--- src/rtl/err_metric_pkg.sv ---
// Shared types for the error-metric collector: metric selection and control FSM states.
package err_metric_pkg;

    localparam int MODE_W = 2;

    typedef enum logic [MODE_W-1:0] {
        MODE_MSE = 2'd0,
        MODE_MAE = 2'd1,
        MODE_MAX = 2'd2
    } metric_mode_t;

    typedef enum logic [2:0] {
        IDLE,
        SKIP,
        ACC,
        DRAIN,
        FINISH
    } state_t;

    // The reserved encoding falls back to mean squared error.
    function automatic metric_mode_t decode_mode(input logic [MODE_W-1:0] m);
        case (m)
            2'd1:    return MODE_MAE;
            2'd2:    return MODE_MAX;
            default: return MODE_MSE;
        endcase
    endfunction

endpackage

--- src/rtl/err_metric_pe.sv ---
// Difference / magnitude / square of one sample pair, registered once with its valid bit.
module err_metric_pe #(
    parameter int DATA_WL = 12,
    parameter int SIGNED  = 1
) (
    input  logic                   clk,
    input  logic                   rst,
    input  logic                   vld_p0,
    input  logic [DATA_WL-1:0]     data_in,
    input  logic [DATA_WL-1:0]     data_ref,
    output logic                   vld_p1,
    output logic [DATA_WL:0]       absd_p1,
    output logic [2*DATA_WL+1:0]   sq_p1
);

    localparam int SQ_W = 2*DATA_WL + 2;

    logic signed [DATA_WL:0] a_ext;
    logic signed [DATA_WL:0] b_ext;
    logic signed [DATA_WL:0] diff;
    logic        [DATA_WL:0] absd;
    logic        [SQ_W-1:0]  sq;

    // One extra bit holds any difference of two DATA_WL-bit operands, so the negation cannot wrap.
    function automatic logic [DATA_WL:0] abs_val(input logic signed [DATA_WL:0] d);
        return (d < 0) ? $unsigned(-d) : $unsigned(d);
    endfunction

    assign a_ext = (SIGNED != 0) ? {data_in[DATA_WL-1], data_in}   : {1'b0, data_in};
    assign b_ext = (SIGNED != 0) ? {data_ref[DATA_WL-1], data_ref} : {1'b0, data_ref};
    assign diff  = a_ext - b_ext;
    assign absd  = abs_val(diff);
    assign sq    = SQ_W'(absd) * SQ_W'(absd);

    // p0 -> p1
    always_ff @(posedge clk) begin
        if (rst) begin
            vld_p1 <= 1'b0;
        end else begin
            vld_p1 <= vld_p0;
        end
        absd_p1 <= absd;
        sq_p1   <= sq;
    end

endmodule

--- src/rtl/err_metric_collector.sv ---
// Windowed MSE / MAE / max-abs error between DUT and reference streams, with warm-up skip.
module err_metric_collector
    import err_metric_pkg::*;
#(
    parameter int DATA_WL  = 12,
    parameter int SIGNED   = 1,
    parameter int ACC_WL   = 64,
    parameter int MAX_LOG2 = 20,
    parameter int SKIP_WL  = 8
) (
    input  logic               clk,
    input  logic               rst,
    input  logic               start,
    input  logic [MODE_W-1:0]  mode,
    input  logic [4:0]         n_log2,
    input  logic [SKIP_WL-1:0] skip,
    input  logic               in_valid,
    input  logic [DATA_WL-1:0] data_in,
    input  logic [DATA_WL-1:0] data_ref,
    output logic               busy,
    output logic [ACC_WL-1:0]  data_out,
    output logic               data_valid,
    output logic               overflow
);

    localparam int SQ_W  = 2*DATA_WL + 2;
    localparam int SUM_W = ((ACC_WL > SQ_W) ? ACC_WL : SQ_W) + 1;
    localparam int CNT_W = MAX_LOG2 + 1;
    localparam logic [4:0] MAX_N = 5'(MAX_LOG2);

    state_t             state;
    metric_mode_t       mode_q;
    logic [4:0]         nlog_q;
    logic [SKIP_WL-1:0] skip_cnt;
    logic [CNT_W-1:0]   cnt;
    logic [CNT_W-1:0]   window;
    logic [ACC_WL-1:0]  acc;

    logic               vld_p0;
    logic               vld_p1;
    logic [DATA_WL:0]   absd_p1;
    logic [SQ_W-1:0]    sq_p1;
    logic               clear;
    logic [SUM_W-1:0]   addend;
    logic [SUM_W-1:0]   sum;
    logic [SUM_W-1:0]   absd_w;

    function automatic logic [4:0] clamp_log2(input logic [4:0] n);
        return (n > MAX_N) ? MAX_N : n;
    endfunction

    function automatic logic sum_ovf(input logic [SUM_W-1:0] s);
        return |s[SUM_W-1:ACC_WL];
    endfunction

    function automatic logic [ACC_WL-1:0] sat_acc(input logic [SUM_W-1:0] s);
        return sum_ovf(s) ? {ACC_WL{1'b1}} : s[ACC_WL-1:0];
    endfunction

    function automatic logic [ACC_WL-1:0] result(input metric_mode_t m, input logic [ACC_WL-1:0] a,
                                                 input logic [4:0] n);
        return (m == MODE_MAX) ? a : (a >> n);
    endfunction

    assign window = CNT_W'(1) << nlog_q;
    assign clear  = (state == IDLE) && start;
    // cnt stops at window, so samples arriving after the last push are dropped
    assign vld_p0 = (state == ACC) && in_valid && (cnt != window);
    assign addend = (mode_q == MODE_MAE) ? SUM_W'(absd_p1) : SUM_W'(sq_p1);
    assign sum    = SUM_W'(acc) + addend;
    assign absd_w = SUM_W'(absd_p1);

    err_metric_pe #(
        .DATA_WL (DATA_WL),
        .SIGNED  (SIGNED)
    ) u_pe (
        .clk      (clk),
        .rst      (rst),
        .vld_p0   (vld_p0),
        .data_in  (data_in),
        .data_ref (data_ref),
        .vld_p1   (vld_p1),
        .absd_p1  (absd_p1),
        .sq_p1    (sq_p1)
    );

    // p1 -> p2: accumulator
    always_ff @(posedge clk) begin
        if (rst || clear) begin
            acc      <= '0;
            overflow <= 1'b0;
        end else if (vld_p1) begin
            if (mode_q == MODE_MAX) begin
                if (absd_w > SUM_W'(acc)) begin
                    acc <= sat_acc(absd_w);
                end
            end else begin
                acc <= sat_acc(sum);
                if (sum_ovf(sum)) begin
                    overflow <= 1'b1;
                end
            end
        end
    end

    always_ff @(posedge clk) begin
        if (rst) begin
            state      <= IDLE;
            busy       <= 1'b0;
            data_out   <= '0;
            data_valid <= 1'b0;
            mode_q     <= MODE_MSE;
            nlog_q     <= '0;
            skip_cnt   <= '0;
            cnt        <= '0;
        end else begin
            data_valid <= 1'b0;
            case (state)
                IDLE: begin
                    if (start) begin
                        mode_q   <= decode_mode(mode);
                        nlog_q   <= clamp_log2(n_log2);
                        skip_cnt <= skip;
                        cnt      <= '0;
                        data_out <= '0;
                        busy     <= 1'b1;
                        state    <= (skip != '0) ? SKIP : ACC;
                    end
                end
                SKIP: begin
                    if (in_valid) begin
                        skip_cnt <= skip_cnt - 1'b1;
                        if (skip_cnt == SKIP_WL'(1)) begin
                            state <= ACC;
                        end
                    end
                end
                ACC: begin
                    if (vld_p0) begin
                        cnt <= cnt + 1'b1;
                    end
                    if (cnt == window) begin
                        state <= DRAIN;
                    end
                end
                DRAIN: begin
                    state <= FINISH;
                end
                FINISH: begin
                    data_out   <= result(mode_q, acc, nlog_q);
                    data_valid <= 1'b1;
                    busy       <= 1'b0;
                    state      <= IDLE;
                end
                default: begin
                    state <= IDLE;
                end
            endcase
        end
    end

endmodule

--- config.mk ---
export PLATFORM = sky130hd
export DESIGN_NAME = err_metric_collector
export DESIGN_NICKNAME = d
export VERILOG_FILES = /design/src/rtl/err_metric_pkg.sv /design/src/rtl/err_metric_pe.sv /design/src/rtl/err_metric_collector.sv
export SDC_FILE = /design/constraint.sdc
export NUM_CORES = 1
export LEC_CHECK = 0
export BUFFER_PORTS_ARGS = -buffer_cell sky130_fd_sc_hd__buf_2
export CAP_MARGIN = 10
export CORE_ASPECT_RATIO = 0.6
export CORE_MARGIN = 2
export CORE_UTILIZATION = 45
export DETAILED_ROUTE_END_ITERATION = 12
export PLACE_DENSITY_LB_ADDON = 0.15
export RECOVER_POWER = 100
export SYNTH_ARGS = -nofsm -noshare
export SYNTH_HDL_FRONTEND = slang
export SYNTH_HIERARCHICAL = 1
export SYNTH_SLANG_ARGS = --single-unit
--- constraint.sdc ---
create_clock -name clk -period 9.67 [get_ports clk]
set_input_delay 1.4505 -clock clk [delete_from_list [all_inputs] [get_ports clk]]
set_output_delay 1.4505 -clock clk [all_outputs]
set_load 0.02 [all_outputs]
### Word-level counts from Yosys, hierarchy flattened

Cells that the tools add are included.
Widths: inputs -> output; s select.

| storage, ports and cells | value |
|---|---|
| register bits after elaboration | 210 |
| bits of input ports | 43 |
| output and inout port bits | 67 |
| word-level logic and storage cells | 83 |

| cells by class | value |
|---|---|
| add/subtract/negate cells | 5 |
| multipliers | 1 |
| order comparisons | 3 |
| equality and inequality tests | 17 |
| shift operators | 2 |
| muxes and demuxes | 25 |
| bitwise operators | 1 |
| reductions and logical operators | 16 |

Operator list:

| operator | number |
|---|---|
| $mux 64 | 5 |
| $pmux 64 s2 | 1 |
| $add 64x26->65 | 1 |
| $gt 13x64->1 | 1 |
| $shr 64x5->64 | 1 |
| $mux 21 | 2 |
| $pmux 21 s2 | 1 |
| $mul 13x13->26 | 1 |
| $mux 26 | 1 |
| $add 21x1->21 const B | 1 |
| $eq 21x21->1 | 1 |
| $ne 21x21->1 | 1 |
| $shl 1x5->21 const A | 1 |
| $mux 8 | 2 |
| $pmux 8 s2 | 1 |
| $lt 13x1->1 const B | 1 |
| $mux 13 | 1 |
| $neg 13->13 | 1 |
| $sub 12x12->13 | 1 |
| $mux 3 | 4 |
| $pmux 3 s4 | 1 |
| $reduce_and 3->1 | 3 |
| $eq 8x1->1 const B | 1 |
| $reduce_bool 8->1 | 1 |
| other kinds (21) | 35 |

### Longest topological paths before layout

Gate-level depths: netlist of run 1.

| logic depth | value |
|---|---|
| depth after elaboration | 5 |
| gate-level depth with buffers | 33 |
| mapped depth without buffers | 32 |

### Cells and area by module

Netlist of run 1, hierarchy kept.

By module, submodules not included:

| module | instances | cells an instance | area each (um^2) | sequential area each (um^2) |
|---|---|---|---|---|
| err_metric_collector | 1 | 1834 | 14102.3 | 3403.3 |
| err_metric_pe | 1 | 678 | 6065.8 | 760.7 |

### Worst setup path after synthesis of run 1

No wires, ideal clock.

| timing path | value |
|---|---|
| kind | input-to-reg |
| start | input port data_ref[2] |
| end | register u_pe.sq_p1[25] |
| library setup time | 0.072 ns |
| arrival | 8.833 ns |
| data required time | 9.598 ns |
| setup slack | 0.765 ns |
| stages on the path | 30 |
| buffers on the path | 1 |
| cell sequence | inv_1 ha_1 nor2b_1 o31a_1 o21ai_0 or3b_2 and2_1 o31a_1 xnor2_2 inv_1 clkbuf_1 nand2_1 fa_1 inv_1 fa_1 fa_1 inv_1 fa_1 fa_1 inv_1 ha_1 inv_1 nor2_1 a311o_1 a311oi_1 a21oi_1 o41ai_1 o21ai_0 a31oi_1 xnor2_1 |

| between the ends | value |
|---|---|
| longest elaborated chain between the ends | 4 |
| elaborated cells on any way between the ends | 5 |
| classes of those cells | add/sub (2); mul (1); order compare (1); mux (1) |

RTL lines:

| element | line | RTL |
|---|---|---|
| start: declaration | err_metric_collector.sv:19 | `input logic [DATA_WL-1:0] data_ref,` |
| $sub 12x12->13 (*) | err_metric_pe.sv:31 | `assign diff = a_ext - b_ext;` |
| $neg 13->13 / $lt 13x1->1 (equally long branches) | err_metric_pe.sv:26 | `return (d < 0) ? $unsigned(-d) : $unsigned(d);` |
| $mux 13 (*) | err_metric_pe.sv:26 |  |
| via u_pe.absd[7] | err_metric_pe.sv:21 | `logic [DATA_WL:0] absd;` |
| $mul 13x13->26 (*) | err_metric_pe.sv:33 | `assign sq = SQ_W'(absd) * SQ_W'(absd);` |
| via u_pe.sq[25] | err_metric_pe.sv:22 | `logic [SQ_W-1:0] sq;` |
| end signal: assignment | err_metric_pe.sv:43 | `sq_p1 <= sq;` |
| end: declaration | err_metric_pe.sv:13 | `output logic [2*DATA_WL+1:0] sq_p1` |

Mark *: on every way through the listed nets, which the timed path passes. The rest lies on a longest branch.
A chain may end at the register's enable or synchronous reset.

### Final worst setup path of run 1

| timing path | value |
|---|---|
| start | input port data_ref[1] |
| end | register u_pe.sq_p1[22] |

| between the ends | value |
|---|---|
| longest elaborated chain between the ends | 4 |
| elaborated cells on any way between the ends | 5 |
| classes of those cells | add/sub (2); mul (1); order compare (1); mux (1) |

RTL lines:

| element | line |
|---|---|
| $sub 12x12->13 (*) | err_metric_pe.sv:31 |
| $neg 13->13 / $lt 13x1->1 (equally long branches) | err_metric_pe.sv:26 |
| $mux 13 (*) | err_metric_pe.sv:26 |
| $mul 13x13->26 (*) | err_metric_pe.sv:33 |
| via u_pe.sq[22] | err_metric_pe.sv:22 |

Marked as above.

==> reports/metrics.csv, run 1 <==
stage;metric;value;unit
outcome;status;complete, but fails checks;
outcome;violations;max-capacitance violations, max-slew violations;
timing;max_slew_margin;-113;%
global_routing;grt_overflow;0;
synth;synth_warnings;6;
pwr;p_per_area;467;nW/µm²
synth;synth-seq-cells;208;
timing;max_freq;109;MHz
drt;wl_met3;7790;µm
timing;rsz0062_at_grt;false;
setup_path;worstSetupPathType;primary input to flip-flop;
clocking;path_clk_slew;70;ps
setup_path;worstReg2RegStart;mode_q[1];
timing;min_period;9170;ps
synth;yosysUniqueCellTypes;92;
timing;fin_crit_sh;94.9;%
die;die_w;277;µm
drt;routedWlPerCell;21.5;µm
drt;dr.max_layer_used;met4;
drt;drt_first_iter_violations;2221;
drt;routed_wl;66900;µm
synth;synth_ff_type;dfxtp_1;
setup_path;slowest_delay;560;ps
place;preCtsSetupSlack;-59.7;ps
clocking;clock_path_buffers;3;
die;ios;110;
setup_path;end_kind;flip-flop;
pwr;p_int;0.00512;W
place;io_buffers;109;
synth;avgSynthCellArea;8.03;µm²
place;hpwl;51300;µm
clocking;clkLatencyLatePin;560;ps
clocking;cts_tree;built;
timing;hold_viol;0;
setup_path;start_kind;primary input;
place;place_inst;3070;
layout;layout_common_cells;269 x nand2_1, 217 x nor2_1, 204 x dfxtp_1;
setup_path;cpMaxStageDelayCell;or4_1;
drt;wl_met1;35100;µm
setup_path;required;10130;ps
layout;drive_gt1_share;9.76;%
pwr;comb_power_share;80.0;%
synth;async_flop_share;0;%
global_routing;grt_max_degree;75;
pwr;p_leak;8.59;nW
min_path;min-delay-start;data_out[46];
synth;netlist_instances;2512;
layout;final_nets;2769;
die;core-area;44500;µm²
setup_path;crit_arrival;9630;ps
drt;num_vias;19127;
global_routing;track_usage;28.5;%
layout;area_delta_synth_final;6.64;%
setup_path;cpMostUsedCell;fa_1;
synth;synth-edff-count;0;
clocking;cts_buffers;23;
drt;drtPass1Iterations;5;
die;dieArea;46600;µm²
synth;syn_area;20200;µm²
pwr;p_sw_share;49.0;%
pwr;clockPowerShare;8.7;%
drt;wl_met2;23400;µm
setup_path;critPathMaxFanout;6;
clocking;cts_hold_buf;0;
die;rows;60;
die;initial_core_util;45.3;%
clocking;htree_levels;1;
timing;worstMarginPinSlew;3190;ps
clocking;cts.sinks;208;
pwr;vdd_drop_max;0.00112;V
global_routing;antenna_found_initial;1;
layout;stdcell_count;3109;
layout;layout_commonest_cell;nand2_1;
min_path;hp-class;flip-flop to flip-flop;
global_routing;grt_pass1_vias;17959;
global_routing;grt_first_pass_wirelength;105000;µm
pwr;seqPwrFrac;11.3;%
layout;design_area;21500;µm²
timing;worst_slack;496;ps
drt;drc;0;
timing;skew;41.1;ps
flow_run;maxCapViolCount;7;
place;place_area;21000;µm²
pwr;p_switching;0.00492;W
place;gp_congestion;0.936;
drt;ant_nets;0;
synth;seq_area_frac_synth;20.6;%
layout;antenna-diode-count;0;
timing;setup_viol;0;
timing;final-max-slew-violation-count;244;
timing;setup-tns-final;0;ps
pwr;power;0.0100;W
drt;avgViaCountPerCell;6.15;
die;die_height;168;µm
setup_path;startpoint;data_ref[1];
clocking;root_buffer;clkbuf_16;
-- power groups by stage --
stage | logic [W] | clock network (W) | registers [W]
2_1_floorplan | 0.00625 | 0 | 0.00113
6_report | 0.00803 | 0.000877 | 0.00114
3_3_place_gp | 0.00783 | 0 | 0.00115
3_5_place_dp | 0.00804 | 0 | 0.00115
4_1_cts | 0.00811 | 0.000890 | 0.00113
5_1_grt | 0.00934 | 0.000922 | 0.00115
-- per-layer routing --
| layer | vias to the layer above | track usage [%] |
|---|---|---|
| met5 | - | 0 |
| met4 | 0 | 2.98 |
| met3 | 50 | 7.60 |
| met2 | 884 | 34.7 |
| met1 | 9333 | 48.6 |
| li1 | 8860 | - |
-- cell usage after synthesis (all sizes together) (12+ instances only) --
cell type,number,area [µm²]
and3,18,113
a211oi,34,260
or4,12,101
nor4,29,188
inv,203,762
dfxtp,208,4160
or3,26,163
ha,121,1510
mux2,50,563
nand2b,21,131
o211ai,23,173
clkbuf,120,452
o221ai,12,105
fa,99,1980
mux2i,48,480
or2,14,87.6
nor2b,19,119
buf,66,340
nor2,217,820
mux4,60,1350
and2,38,238
nor3,66,330
nand4,32,200
o21a,21,158
a22oi,16,120
xnor2,51,454
a21o,21,158
o21ai,197,1000
nand2,271,1020
nand3,53,265
a31oi,40,250
xor2,26,228
a21oi,159,796
-- logic make-up (layout without fill, tap and decap cells) --
family	after synthesis	count (layout)	synth area share [%]
XOR/XNOR	77	77	3.38
AO/OA/AOI/OAI	605	605	18.7
multiplexers	158	158	11.9
flip-flops	208	208	20.6
other	2	10	0.0372
buffers and inverters	391	391	7.74
AND/OR/NAND/NOR	851	851	20.3
adder cells (fa/ha/maj)	220	220	17.3
-- state kept, by name, indices dropped and copies added, names as in the netlist, 2 cells and up --
name,count
u_pe/sq_p1,25
u_pe/absd_p1,12
acc,64
data_out,64
cnt,21
mode_q,2
nlog_q,5
skip_cnt,8
state,3
-- final timing paths --
kind	end	slack (ps)	cells after the start
worst min-delay path	data_out[46]	450	2
worst max-delay path	u_pe/sq_p1[22]	500	29
worst max register to register	acc[11]	1530	15
worst min register to register	data_out[46]	450	2
-- stage by stage --
step | util [%] | hold WS (ps)
finish | 48.3 | 447
CTS | 48.8 | 444
floorplan | - | 449
global route | 48.3 | 462
detailed placement | 47.2 | 435
global placement | 47.2 | 425
-- worst max-delay path, delay by kind of cell --
kind | cells | cell delay [ps]
buffers and inverters | 5 | 440
AOI/OAI and AO/OA | 10 | 2660
adders and majority gates | 7 | 3050
and+or+nand+nor | 5 | 1540
xor gates and xnor gates | 2 | 480
-- area by class of cell --
type	instances	area [µm²]
Clock buffer	33	644
Multi-Input combinational cell	1921	14400
Fill cell	4406	23000
Tap cell	589	737
Sequential cell	208	4170
Inverter	205	769
Timing Repair Buffer	147	702
Clock inverter	6	63.8
-- timing repair --
| item | in CTS | in global routing |
|---|---|---|
| resized for setup | 0 | 1 |
| buffers inserted | 0 | 0 |
| setup endpoints to repair | 0 | 2 |
| endpoints found under the hold margin | 0 | 0 |
(Power assumes the default switching activity.)
==> inputs of run 2 (changes only) <==
--- a/config.mk
+++ b/config.mk
@@ -15,2 +15,3 @@
 export RECOVER_POWER = 100
+export SKIP_CTS_REPAIR_TIMING = 1
 export SYNTH_ARGS = -nofsm -noshare
==> constraint.sdc (replaced) <==
create_clock -name clk -period 9.67 [get_ports clk]
set_input_delay 0.4835 -clock clk [delete_from_list [all_inputs] [get_ports clk]]
set_output_delay 0.4835 -clock clk [all_outputs]
set_load 0.02 [all_outputs]
==> run 2 against run 1 <==
Compared with the run above:
- the run still ends with max-capacitance violations, max-slew violations left
- worst hold slack got worse by 270 ps
- critical path depth down 1
- global-route usage is 0.30 points lower
- register-to-register slack improved by 140 ps
- routed wire length decreased by 1.1%
- final cell count is 0.19% lower
- first-iteration DRC count fell by 11%
- sequential cell count stayed put
- sequential power is essentially flat
- via count is 0.88% lower
- clock power rose by 12%
- clock-buffer cell count fell by 2
- highest routed layer unchanged
==> reports/metrics.csv, run 2 (synthesized netlist as in run 1, its figures left out) <==
stage;metric;value;unit
die;die_height;168;µm
timing;fin_hold_ws;181;ps
setup_path;rr_endpoint;acc[2];
die;rows;60;
global_routing;grt_max_degree;75;
layout;final_nets;2761;
timing;max_slew_margin;-197;%
drt;ant_nets;0;
layout;drive_gt1_share;9.39;%
die;core-area;44500;µm²
setup_path;cpMaxStageDelayCell;nor4b_1;
setup_path;crit_end;u_pe/sq_p1[25];
clocking;cts_buffers;23;
layout;antenna-diode-count;0;
flow_run;maxCapViolCount;5;
timing;worst_slack;630;ps
die;initial_core_util;45.3;%
pwr;power;0.00999;W
clocking;clkLatencyLatePin;540;ps
layout;reg_top3;acc x64, data_out x64, u_pe/sq_p1 x25;
clocking;root_buffer;clkbuf_16;
setup_path;critPathMaxFanout;5;
timing;hold_viol;0;
layout;layout_common_cells;269 x nand2_1, 216 x nor2_1, 205 x dfxtp_1;
timing;fin_crit_sh;93.5;%
setup_path;startpoint;data_ref[1];
drt;drtPass1Iterations;6;
drt;drt_first_iter_violations;1966;
global_routing;antenna_found_initial;0;
setup_path;cp_num_cells;28;
clocking;path_clk_slew;60;ps
timing;final-max-slew-violation-count;154;
drt;num_vias;18958;
outcome;violations;max-capacitance violations, max-slew violations;
layout;fillers;4427;
setup_path;end_kind;flip-flop;
outcome;status;complete, but fails checks;
setup_path;critPathBufInv;4;
drt;avgViaCountPerCell;6.11;
setup_path;path_delay_family;compound AO/OA/AOI/OAI gates;
timing;rsz0062_at_grt;false;
pwr;p_per_area;463;nW/µm²
clocking;clock_path_buffers;3;
timing;setup_viol;0;
drt;routed_wl;66200;µm
clocking;htree_levels;1;
setup_path;worstSetupPathType;primary input to flip-flop;
timing;max_freq;111;MHz
drt;routedWlPerCell;21.3;µm
timing;min_period;9040;ps
setup_path;reg2reg_setup_slack;1670;ps
global_routing;track_usage;28.2;%
place;hpwl;51200;µm
min_path;hp-class;primary input to flip-flop;
global_routing;grt_pass1_vias;17603;
global_routing;grt_first_pass_wirelength;104000;µm
layout;area_delta_synth_final;6.86;%
die;ios;110;
pwr;vdd_drop_max;0.00104;V
place;preCtsSetupSlack;374;ps
layout;multi_input_area;14400;µm²
layout;register_area;4170;µm²
setup_path;rr_worst_depth;15;
setup_path;cpMostUsedCell;fa_1;
setup_path;start_kind;primary input;
setup_path;crit_arrival;9500;ps
setup_path;worstReg2RegStart;mode_q[1];
drt;drc;0;
clocking;cts.sinks;208;
clocking;cts_tree;built;
timing;skew;13.2;ps
global_routing;grt_overflow;0;
timing;setup-tns-final;0;ps
pwr;p_leak;8.63;nW
place;io_buffers;109;
setup_path;slowest_delay;1030;ps
timing;worstMarginPinSlew;4460;ps
place;gp_congestion;0.936;
die;die_w;277;µm
die;dieArea;46600;µm²
layout;finish.utilization;48.4;%
setup_path;required;10130;ps
layout;layout_commonest_cell;nand2_1;
-- run 2: area by class of cell --
class                   instances  share of cell area, %
clock buffers                  31                   3.09
clock inverters                10                  0.720
inverters                     205                   3.57
multi-input cells            1921                   66.9
flip-flops and latches        208                   19.3
well taps                     589                   3.42
repair buffers                139                   3.00
-- run 2: where the power goes --
group          internal [W]  switching [W]
logic               0.00338        0.00449
clock network      0.000588       0.000391
registers           0.00108      0.0000508
total               0.00505        0.00493
-- run 2: how the worst min path moves through the flow --
stage | startpoint | end | slack (ps) | depth (start not counted)
after CTS | n_log2[0] | nlog_q[0] | 170 | 2
final | n_log2[0] | nlog_q[0] | 180 | 2
after floorplan | mode_q[1] | mode_q[1] | 450 | 2
after global placement | data_out[46] | data_out[46] | 430 | 2
after global routing | n_log2[1] | nlog_q[1] | 190 | 2
after detailed placement | data_out[46] | data_out[46] | 430 | 2
-- run 2: routing by layer --
layer,GRT usage (%),share of wire [%],vias up
met5,0,0,-
met1,47.6,52,9150
met4,3.14,1.0,0
met3,8.95,13,51
met2,33.7,34,917
li1,-,-,8840
-- run 2: per-stage QoR --
step / cell area (µm²) / std cells
global placement: 21000 / 3062
global route: 21600 / 3103
floorplan: 20200 / 2520
detailed placement: 21000 / 3062
CTS: 21800 / 3103
finish: 21600 / 3103
==> inputs of run 3 (changes only) <==
BUFFER_PORTS_ARGS = -buffer_cell sky130_fd_sc_hd__clkbuf_2   (was -buffer_cell sky130_fd_sc_hd__buf_2)
CORE_MARGIN = unset   (was 2)
==> run 3 against run 2 <==
Compared with the run above:
- the run still ends with max-capacitance violations, max-slew violations left
- critical path depth increased by 3
- non-clock buffer count rose by 1
- clock-buffer cell count increased by 4
- first-iteration DRC count rose by 10%
- final cell count shrank 0.26%
- global-route usage up 1.2 points
- routed wire length up 1.7%
- cell area shrank 0.15%
- die area decreased by 1.9%
- worst hold slack lost 13 ps
- sequential cell count unchanged
- critical endpoint is now u_pe/sq_p1[22]
- largest cell class unchanged
==> reports/metrics.csv, run 3 (synthesized netlist as in run 1, its figures left out) <==
stage;metric;value;unit
setup_path;cpMaxStageDelayCell;xor2_1;
timing;setup_viol;0;
clocking;root_buffer;clkbuf_16;
place;io_buffers;109;
drt;avgViaCountPerCell;6.17;
global_routing;antenna_found_initial;1;
timing;max_slew_margin;-210;%
place;hpwl;52500;µm
global_routing;grt_max_degree;75;
clocking;clock_path_buffers;3;
timing;min_period;9110;ps
drt;num_vias;19094;
drt;drtPass1Iterations;6;
die;rows;59;
layout;layout_common_cells;269 x nand2_1, 216 x nor2_1, 204 x dfxtp_1;
drt;drt_first_iter_violations;2169;
timing;max_freq;110;MHz
layout;fillers;4324;
clocking;path_clk_slew;70;ps
die;die_w;275;µm
clocking;cts.sinks;208;
drt;ant_nets;0;
clocking;clkLatencyLatePin;540;ps
layout;layout_commonest_cell;nand2_1;
setup_path;required;10130;ps
die;core-area;43800;µm²
global_routing;grt_overflow;0;
global_routing;grt_first_pass_wirelength;105000;µm
layout;drive_gt1_share;9.10;%
die;initial_core_util;46.1;%
place;gp_congestion;0.942;
setup_path;slowest_delay;740;ps
layout;area_delta_synth_final;6.71;%
setup_path;start_kind;primary input;
setup_path;cpMostUsedCell;fa_1;
die;dieArea;45700;µm²
min_path;hp-class;primary input to flip-flop;
die;die_height;166;µm
outcome;status;complete, but fails checks;
timing;skew;11.6;ps
drt;routedWlPerCell;21.7;µm
clocking;htree_levels;1;
timing;rsz0062_at_grt;false;
layout;final_nets;2763;
global_routing;grt_pass1_vias;17714;
die;ios;110;
setup_path;end_kind;flip-flop;
drt;drc;0;
drt;routed_wl;67300;µm
setup_path;critPathMaxFanout;8;
timing;final-max-slew-violation-count;313;
timing;setup-tns-final;0;ps
flow_run;maxCapViolCount;8;
clocking;cts_buffers;24;
setup_path;worstSetupPathType;primary input to flip-flop;
global_routing;track_usage;29.4;%
timing;worstMarginPinSlew;4660;ps
layout;antenna-diode-count;0;
timing;hold_viol;0;
outcome;violations;max-capacitance violations, max-slew violations;
setup_path;crit_arrival;9560;ps
clocking;cts_tree;built;
layout;reg_top3;acc x64, data_out x64, u_pe/sq_p1 x25;
timing;fin_crit_sh;94.2;%
run 3: cell types whose count changed in the layout (fill, tap and decap cells not counted), moves of 2 or more:
cell	previous run	this run
buf_2	42	0
clkbuf_2	0	41
clkbuf_16	23	25
mux2_1	11	13
buf_4	19	17
mux2_2	39	37
bufinv_16	4	2
clkbuf_1	80	87
run 3: worst paths after layout:
path | from | to | slack [ps] | depth (start not counted)
hold reg to reg | data_out[46] | data_out[46] | 440 | 2
setup reg to reg | nlog_q[3] | cnt[9] | 1390 | 9
hold / removal | n_log2[1] | nlog_q[1] | 170 | 2
setup / recovery | data_in[0] | u_pe/sq_p1[22] | 560 | 31
run 3: layer usage:
metal	up-vias	routed length, µm	GRT usage (%)
li1	8838	-	-
met2	1025	22700	34.1
met5	-	0	0
met1	9175	34700	51.5
met4	0	678	3.75
met3	56	9200	7.69
run 3: stage by stage:
step | cells | utilization, % | setup slack [ps] | area [µm²] | hold WS [ps]
after detailed placement | 3053 | 47.9 | 243 | 20900 | 435
after floorplan | 2520 | - | 1730 | 20200 | 449
after CTS | 3095 | 49.7 | 742 | 21800 | 157
after global placement | 3053 | 47.9 | 622 | 20900 | 428
final | 3095 | 49.2 | 565 | 21500 | 168
after global routing | 3095 | 49.2 | 80.9 | 21500 | 167
run 3: layout make-up:
class / count / area [µm²] / share of cell area [%]
Clock buffer: 35 / 713 / 3.31
Clock inverter: 7 / 91.3 / 0.424
Inverter: 205 / 769 / 3.58
Multi-Input combinational cell: 1921 / 14400 / 67.0
Sequential cell: 208 / 4170 / 19.4
Tap cell: 579 / 724 / 3.37
Timing Repair Buffer: 140 / 641 / 2.98
run 3: critical path, delay by kind of cell:
| kind | cells | cell delay [ps] |
|---|---|---|
| adders and majority gates | 8 | 3440 |
| buffers and inverters | 7 | 880 |
| AOI/OAI and AO/OA | 11 | 3440 |
| xor gates and xnor gates | 2 | 890 |
| and+or+nand+nor | 3 | 400 |
Power of run 3 is left out: the tool's default activity adds up to more than one toggle a clock period on the data nets, which glitch-free logic cannot reach.
